### src/rtl/reg_pkg.sv
// ============================================================================
// Module  : reg_pkg
// Purpose : Mode encodings shared by the universal shift register and its cells.
// Revision: 1.0 - initial release
// ============================================================================
`default_nettype none

package reg_pkg;

  localparam logic [1:0] MODO_HOLD = 2'b00;
  localparam logic [1:0] MODO_SHR  = 2'b01;
  localparam logic [1:0] MODO_SHL  = 2'b10;
  localparam logic [1:0] MODO_LOAD = 2'b11;

  function automatic logic es_desplazamiento(input logic [1:0] modo);
    return (modo == MODO_SHR) || (modo == MODO_SHL);
  endfunction

endpackage

`default_nettype wire

### src/rtl/celda_universal.sv
// ============================================================================
// Module  : celda_universal
// Purpose : One register bit: 4:1 mux (hold/right/left/load) into an async-reset FFD.
// Revision: 1.0 - initial release
// ============================================================================
`default_nettype none

module celda_universal
  import reg_pkg::*;
(
  input  logic       reloj,
  input  logic       despeje_reset,
  input  logic       en,
  input  logic [1:0] modo,
  input  logic       d_der,
  input  logic       d_izq,
  input  logic       d_carga,
  output logic       q
);

  logic w_d;

  always_comb begin
    w_d = q;
    case (modo)
      MODO_HOLD: w_d = q;
      MODO_SHR:  w_d = d_der;
      MODO_SHL:  w_d = d_izq;
      MODO_LOAD: w_d = d_carga;
      default:   w_d = q;
    endcase
  end

  always_ff @(posedge reloj or posedge despeje_reset) begin
    if (despeje_reset) begin
      q <= 1'b0;
    end else if (en) begin
      q <= w_d;
    end
  end

endmodule

`default_nettype wire

### src/rtl/reg_universal_desplazamiento.sv
// ============================================================================
// Module  : reg_universal_desplazamiento
// Purpose : Universal register (hold/shift right/shift left/load) with a saturating
//           shift counter. Optional rotate input under macro REG_ROTATE_EN.
// Revision: 1.0 - initial release
// ============================================================================
`default_nettype none

module reg_universal_desplazamiento
  import reg_pkg::*;
#(
  parameter int WIDTH = 4,
  parameter int CW    = $clog2(WIDTH + 1)
) (
  input  logic             reloj,
  input  logic             despeje_reset,
  input  logic             en,
  input  logic [1:0]       modo,
  input  logic             ser_msb,
  input  logic             ser_lsb,
  input  logic [WIDTH-1:0] In,
`ifdef REG_ROTATE_EN
  input  logic             rotar,
`endif
  output logic [WIDTH-1:0] An,
  output logic             sal_lsb,
  output logic             sal_msb,
  output logic [CW-1:0]    cuenta,
  output logic             lista
);

  localparam logic [CW-1:0] C_LLENO = CW'(WIDTH);

  logic             w_ent_msb;
  logic             w_ent_lsb;
  logic [WIDTH-1:0] w_vec_der;
  logic [WIDTH-1:0] w_vec_izq;
  logic [CW-1:0]    r_cuenta;
  logic             r_lista;

`ifdef REG_ROTATE_EN
  assign w_ent_msb = rotar ? An[0]       : ser_msb;
  assign w_ent_lsb = rotar ? An[WIDTH-1] : ser_lsb;
`else
  assign w_ent_msb = ser_msb;
  assign w_ent_lsb = ser_lsb;
`endif

  // Per-bit next value for each shift direction, including the serial end bit.
  assign w_vec_der = {w_ent_msb, An[WIDTH-1:1]};
  assign w_vec_izq = {An[WIDTH-2:0], w_ent_lsb};

  generate
    for (genvar i = 0; i < WIDTH; i++) begin : g_celda
      celda_universal u_celda (
        .reloj         (reloj),
        .despeje_reset (despeje_reset),
        .en            (en),
        .modo          (modo),
        .d_der         (w_vec_der[i]),
        .d_izq         (w_vec_izq[i]),
        .d_carga       (In[i]),
        .q             (An[i])
      );
    end
  endgenerate

  always_ff @(posedge reloj or posedge despeje_reset) begin
    if (despeje_reset) begin
      r_cuenta <= '0;
      r_lista  <= 1'b0;
    end else if (en) begin
      if (modo == MODO_LOAD) begin
        r_cuenta <= '0;
        r_lista  <= 1'b0;
      end else if (es_desplazamiento(modo) && (r_cuenta != C_LLENO)) begin
        r_cuenta <= r_cuenta + CW'(1);
        r_lista  <= (r_cuenta + CW'(1)) == C_LLENO;
      end
    end
  end

  assign cuenta  = r_cuenta;
  assign lista   = r_lista;
  assign sal_lsb = An[0];
  assign sal_msb = An[WIDTH-1];

endmodule

`default_nettype wire

### config.mk
export PLATFORM = sky130hd
export DESIGN_NAME = reg_universal_desplazamiento
export DESIGN_NICKNAME = d
export VERILOG_FILES = /design/src/rtl/reg_pkg.sv /design/src/rtl/celda_universal.sv /design/src/rtl/reg_universal_desplazamiento.sv
export SDC_FILE = /design/constraint.sdc
export NUM_CORES = 1
export LEC_CHECK = 0
export ABC_AREA = 1
export CORE_UTILIZATION = 43
export CTS_CLUSTER_DIAMETER = 200
export DETAILED_ROUTE_END_ITERATION = 12
export HOLD_SLACK_MARGIN = 0.06
export MAX_ROUTING_LAYER = met4
export PLACE_DENSITY = 0.76
export SLEW_MARGIN = 20
export SYNTH_ARGS = -nofsm -noshare
export SYNTH_HDL_FRONTEND = slang
export SYNTH_SLANG_ARGS = --single-unit
### constraint.sdc
create_clock -name reloj -period 1.3 [get_ports reloj]
set_input_delay 0.195 -clock reloj [delete_from_list [all_inputs] [get_ports reloj]]
set_output_delay 0.195 -clock reloj [all_outputs]
set_load 0.05 [all_outputs]
# --- Word-level counts from Yosys, hierarchy flattened ---
# Cells that the tools add are included.
word_totals:
  reg_bits: 8
  input_bits: 11
  elab_cells: 27
classes:
  add_sub_neg: 1
  n_eq_ne: 5
  n_mux: 8
  n_bitwise: 1
  n_reduce_logical: 6
ops:
  columns: ["cell", "n"]
  rows:
  - ["$pmux 1 s3", 4]
  - ["$mux 3", 2]
  - ["$eq 2x2->1 const B", 2]
  - ["$reduce_and 2->1", 2]
  - ["$add 3x1->3 const B", 1]
  - ["$eq 3x3->1 const B", 1]
  - ["$ne 3x3->1 const B", 1]
  - ["$eq 2x1->1 const B", 1]
  - ["$logic_not 2->1", 1]
  - ["$mux 1", 2]
  - ["$reduce_bool 2->1", 1]
  - ["$logic_and 1x1->1", 1]
  - ["$logic_or 1x1->1", 1]
  - ["$not 1->1", 1]

# --- Logic depth before layout (Yosys ltp) ---
logic_depth:
  depth_word: 5
  mapped_depth: 8

# --- Hierarchy ---
# Synthesis repeated with hierarchy kept, for this count alone.
unflattened:
  hier_cells: 89
  hier_area_um2: 591.8
by_module_without_submodules:
  columns: ["mod", "n_inst", "cells_each", "area_each_um2", "seq_area_each_um2"]
  rows:
  - ["celda_universal", 4, 13, 78.8, 25.0]
  - ["reg_universal_desplazamiento", 1, 37, 276.5, 100.1]

# --- Worst setup path before layout ---
# OpenSTA, ideal clock, no wires.
synth_path:
  path_kind: "flip-flop to flip-flop"
  start: "register r_cuenta[0], in the netlist cuenta[0]"
  end: "register r_cuenta[0], in the netlist cuenta[0]"
  setup_time_ns: 0.120
  t_arrival_ns: 1.310
  t_required_ns: 1.180
  setup_slack_ns: -0.129
  path_stages_with_launch: 9
  period_less_slack_ns: 1.429
  cell_sequence: "dfrtp_1 > inv_1 > ha_1 > nand2_1 > nand2_1 > nand2_2 > nand2_2 > nand2_1 > nand2_1"
synth_via:
  elab_chain_cells: 4
synth_rtl:
  columns: ["element", "line", "text"]
  rows:
  - ["start, declared", "reg_universal_desplazamiento.sv:38", "logic [CW-1:0] r_cuenta;"]
  - ["start signal, assigned", "reg_universal_desplazamiento.sv:77", "r_cuenta <= r_cuenta + CW'(1);"]
  - ["parallel branches: the longest is 4 deep, another holds $add 3x1->3", null, null]
# Parallel ways; which one is timed is not known. The select of a mux whose other input is x is not followed.
# A chain may end at the register's enable or synchronous reset.

# --- Final worst setup path ---
layout_path:
  start: "register r_cuenta[0], in the netlist cuenta[0]"
  end: "register r_cuenta[2], in the netlist cuenta[2]"
# The elaborated chain is that of the path after synthesis.

==> impl_summary.log <==
[metrics] async set-reset flop share out of synthesis: 100%
[metrics] synthesized netlist cell count: 88
[metrics] minimum setup slack among reg-to-reg paths: 0.07 ns
[metrics] core outline area: 1300 sq um
[metrics] cell occurring most often along the worst timing path: sky130_fd_sc_hd__ha_1
[metrics] cts bufs inserted: 3
[metrics] effective utilization at floorplan: 46.2%
[metrics] Leakage Power: 0.512 nW
[metrics] routed length per instance: 8.73 um
[metrics] cells taking the most area after synthesis: sky130_fd_sc_hd__dfrtp_1, sky130_fd_sc_hd__nand2_1, sky130_fd_sc_hd__ha_1, sky130_fd_sc_hd__inv_1, sky130_fd_sc_hd__buf_4
[metrics] number of register bits inferred by synthesis: 8
[metrics] level count of the clock H-tree: 1
[metrics] post-detailed-placement half-perimeter wirelength: 918 um
[metrics] area enclosed by the die boundary: 1550 sq um
[metrics] maximum VDD drop: 1260 uV
[metrics] sort of element at the end of the critical path: flop
[metrics] DRT Pass-1 Iters: 4
[metrics] leading area contributor after synthesis: sky130_fd_sc_hd__dfrtp_1
[metrics] Worst Tran Pin Value: 0.277 ns
[metrics] most common flop cell mapped by yosys: sky130_fd_sc_hd__dfrtp_1
[metrics] routed via count: 564
[metrics] height of the chip: 39.4 um
[metrics] Period minus WS final: 1.23 ns
[metrics] number of cell rows: 13
[metrics] count of flip-flops with a built-in enable after synthesis: 0
[metrics] Largest delay share family, worst path: adder cells
[metrics] worst-path fanout max: 5
[metrics] Post-Route Skew: 0.0103 ns
[metrics] net count of the finished layout: 129
[metrics] Unique masters post-synth: 11
[metrics] crit path buf inv count: 0
[metrics] total power divided by cell area: 1690 nW/um^2
[metrics] total design power: 1.59 mW
[metrics] overall routing resource usage: 15.3%
[metrics] maximum number of pins on one net before global-route repair: 9
[metrics] start-to-end type of the worst setup path: flop to flop
[metrics] residual overflow from global routing: 0
[metrics] type of element launching the critical path: flop
[metrics] number of remaining DRC errors: 0
[metrics] proportion of netlist area held by the largest area contributor: 33.3%
[metrics] net count after synthesis: 105
[metrics] clock root cell: sky130_fd_sc_hd__clkbuf_4
[metrics] num ports: 21
[metrics] GP Congestion: 0.779
[metrics] wire length of the first global-routing pass: 1530 um
[metrics] Worst Hold Class: input pin to async pin
[metrics] most frequently used cell type in the post-synthesis netlist: sky130_fd_sc_hd__nand2_1
[metrics] share of synthesized area occupied by flip-flops and latches: 33.3%
[metrics] count of inserted antenna diode cells: 0
[metrics] vias in the first global route: 408
[metrics] via/cell ratio: 4.48
[metrics] CTS Sinks: 8
[metrics] number of filler instances in the final layout: 113
[metrics] final period utilization: 94.3%
[metrics] Placed Instance Area: 903 sq um
[metrics] Data arrival, critical path: 1.41 ns
[metrics] worst slew slack as a fraction of its limit: 81.5%
[metrics] number of violations reported at the end of detailed-routing iteration 0: 6
[metrics] clock transition at the registers of the reported paths: 0.06 ns
[metrics] clock latency at the later pin of the worst-skew pair: 0.26 ns
[metrics] die boundary width: 39.4 um
[metrics] final count of pins violating max slew: 0
[metrics] Layout Cell Area excl Fill: 940 sq um
[metrics] final core occ: 72.2%
[metrics] Max-cap violations: 0
[metrics] number of failing hold endpoints at the final stage: 0
[metrics] reg-to-reg endpoint: cuenta[2]
[metrics] cell chain of the critical path: ha_1 > ha_1 > nor2_1 > nand3_1 > nand2_1
[metrics] critical path data required time: 1.49 ns
[metrics] synth-to-layout area growth: 56.5%
[metrics] post-route setup TNS: 0 ns
[metrics] worst flop-to-flop path startpoint: cuenta[0]
[metrics] fraction of final layout cells sized beyond drive strength 1: 23.4%
[metrics] TritonCTS clock tree: built
[metrics] wire length reported by the detailed router: 1100 um
[metrics] post-route ant nets: 0
[metrics] R2R depth: 5
[metrics] number of antenna violations at the first check in global routing: 0
[metrics] number of buffers on the longest clock path: 2
[metrics] maximum clock frequency: 816 MHz
[metrics] most common library cells after synthesis: sky130_fd_sc_hd__nand2_1, sky130_fd_sc_hd__inv_1, sky130_fd_sc_hd__dfrtp_1
[metrics] Max stage delay cell, worst path: sky130_fd_sc_hd__dfrtp_2
[metrics] Setup-failing EPs final: 0
[metrics] area of the mapped netlist: 601 sq um
[metrics] average cell area after synthesis: 6.82 sq um
[metrics] largest stage delay on the critical path: 0.44 ns
[metrics] worst hold slack after final layout: 0.164 ns
[metrics] Synthesis Warnings: 0
[metrics] count of input and output buffers: 20
[metrics] unrepaired setup endpoints after global routing: true
[metrics] outcome: finished, final reports clean
[stage by stage]
| stage | worst slack (ns) | instances |
|---|---|---|
| after global placement | -0.161 | 121 |
| after floorplan | 0.0152 | 88 |
| final | 0.0738 | 126 |
| after detailed placement | -0.205 | 121 |
| after CTS | 0.0218 | 125 |
| after global routing | -0.00193 | 126 |
[cells by family after synthesis]
family / count (synthesis) / synth area share (%)
flip-flops: 8 / 33.3
adder cells (fa/ha/maj): 6 / 12.5
buffers and inverters: 20 / 16.3
AND/OR/NAND/NOR: 54 / 37.9
[how the worst max path moves through the flow]
stage	start	end	cells past startpoint
after floorplan	cuenta[2]	cuenta[2]	5
after global placement	modo[1]	lista	8
after detailed placement	modo[1]	cuenta[2]	8
after CTS	cuenta[0]	cuenta[2]	5
after global routing	cuenta[0]	cuenta[2]	5
final	cuenta[0]	cuenta[2]	5
[power breakdown]
group	internal, mW	switching, mW	total [mW]
logic	0.454	0.488	0.942
registers	0.326	0.118	0.444
clock network	0.117	0.0860	0.204
total	0.897	0.693	1.59
[cells in the final DEF, fill, tap and decap left out]
| master | synthesis | layout |
|---|---|---|
| sky130_fd_sc_hd__buf_12 | 0 | 10 |
| sky130_fd_sc_hd__ha_2 | 0 | 1 |
| sky130_fd_sc_hd__dfrtp_2 | 0 | 2 |
| sky130_fd_sc_hd__nand2_2 | 2 | 2 |
| sky130_fd_sc_hd__clkdlybuf4s50_1 | 0 | 10 |
| sky130_fd_sc_hd__clkbuf_4 | 0 | 3 |
| sky130_fd_sc_hd__inv_1 | 13 | 13 |
| sky130_fd_sc_hd__ha_1 | 6 | 5 |
| sky130_fd_sc_hd__dfrtp_1 | 8 | 6 |
| sky130_fd_sc_hd__nor2_4 | 2 | 2 |
| sky130_fd_sc_hd__nand3_1 | 4 | 4 |
| sky130_fd_sc_hd__nor2_1 | 4 | 4 |
| sky130_fd_sc_hd__inv_2 | 2 | 2 |
| sky130_fd_sc_hd__clkbuf_1 | 0 | 1 |
| sky130_fd_sc_hd__nand2_1 | 42 | 42 |
| sky130_fd_sc_hd__buf_4 | 4 | 4 |
[registers in the layout, indices dropped and copies added, names as in the netlist]
name / cells
cuenta: 3
lista: 1
g_celda.u_celda.q: 4
[cell type report]
cell class	count	area [sq um]	share of cell area [%]
well taps	15	18.8	2.00
inverters	15	56.3	5.99
multi-input cells	60	305	32.5
flip-flops and latches	8	203	21.6
repair buffers	24	330	35.2
clock buffers	4	26.3	2.80
[per-layer routing]
layer	GRT usage (%)	wire length (um)	up-vias	share of wire [%]
met4	5.17	11	0	1.0
met5	-	0	-	0
met3	3.41	68	2	6.2
met2	25.8	538	17	49
li1	-	-	298	-
met1	18.0	481	247	44
[what timing repair did]
action | 4_1_cts | 5_1_grt
setup buffers | 0 | 1
hold buffers | 0 | 0
gates resized for setup | 0 | 1
endpoints found under the setup margin | 0 | 2
No activity file was read; power rests on OpenSTA's default activity.
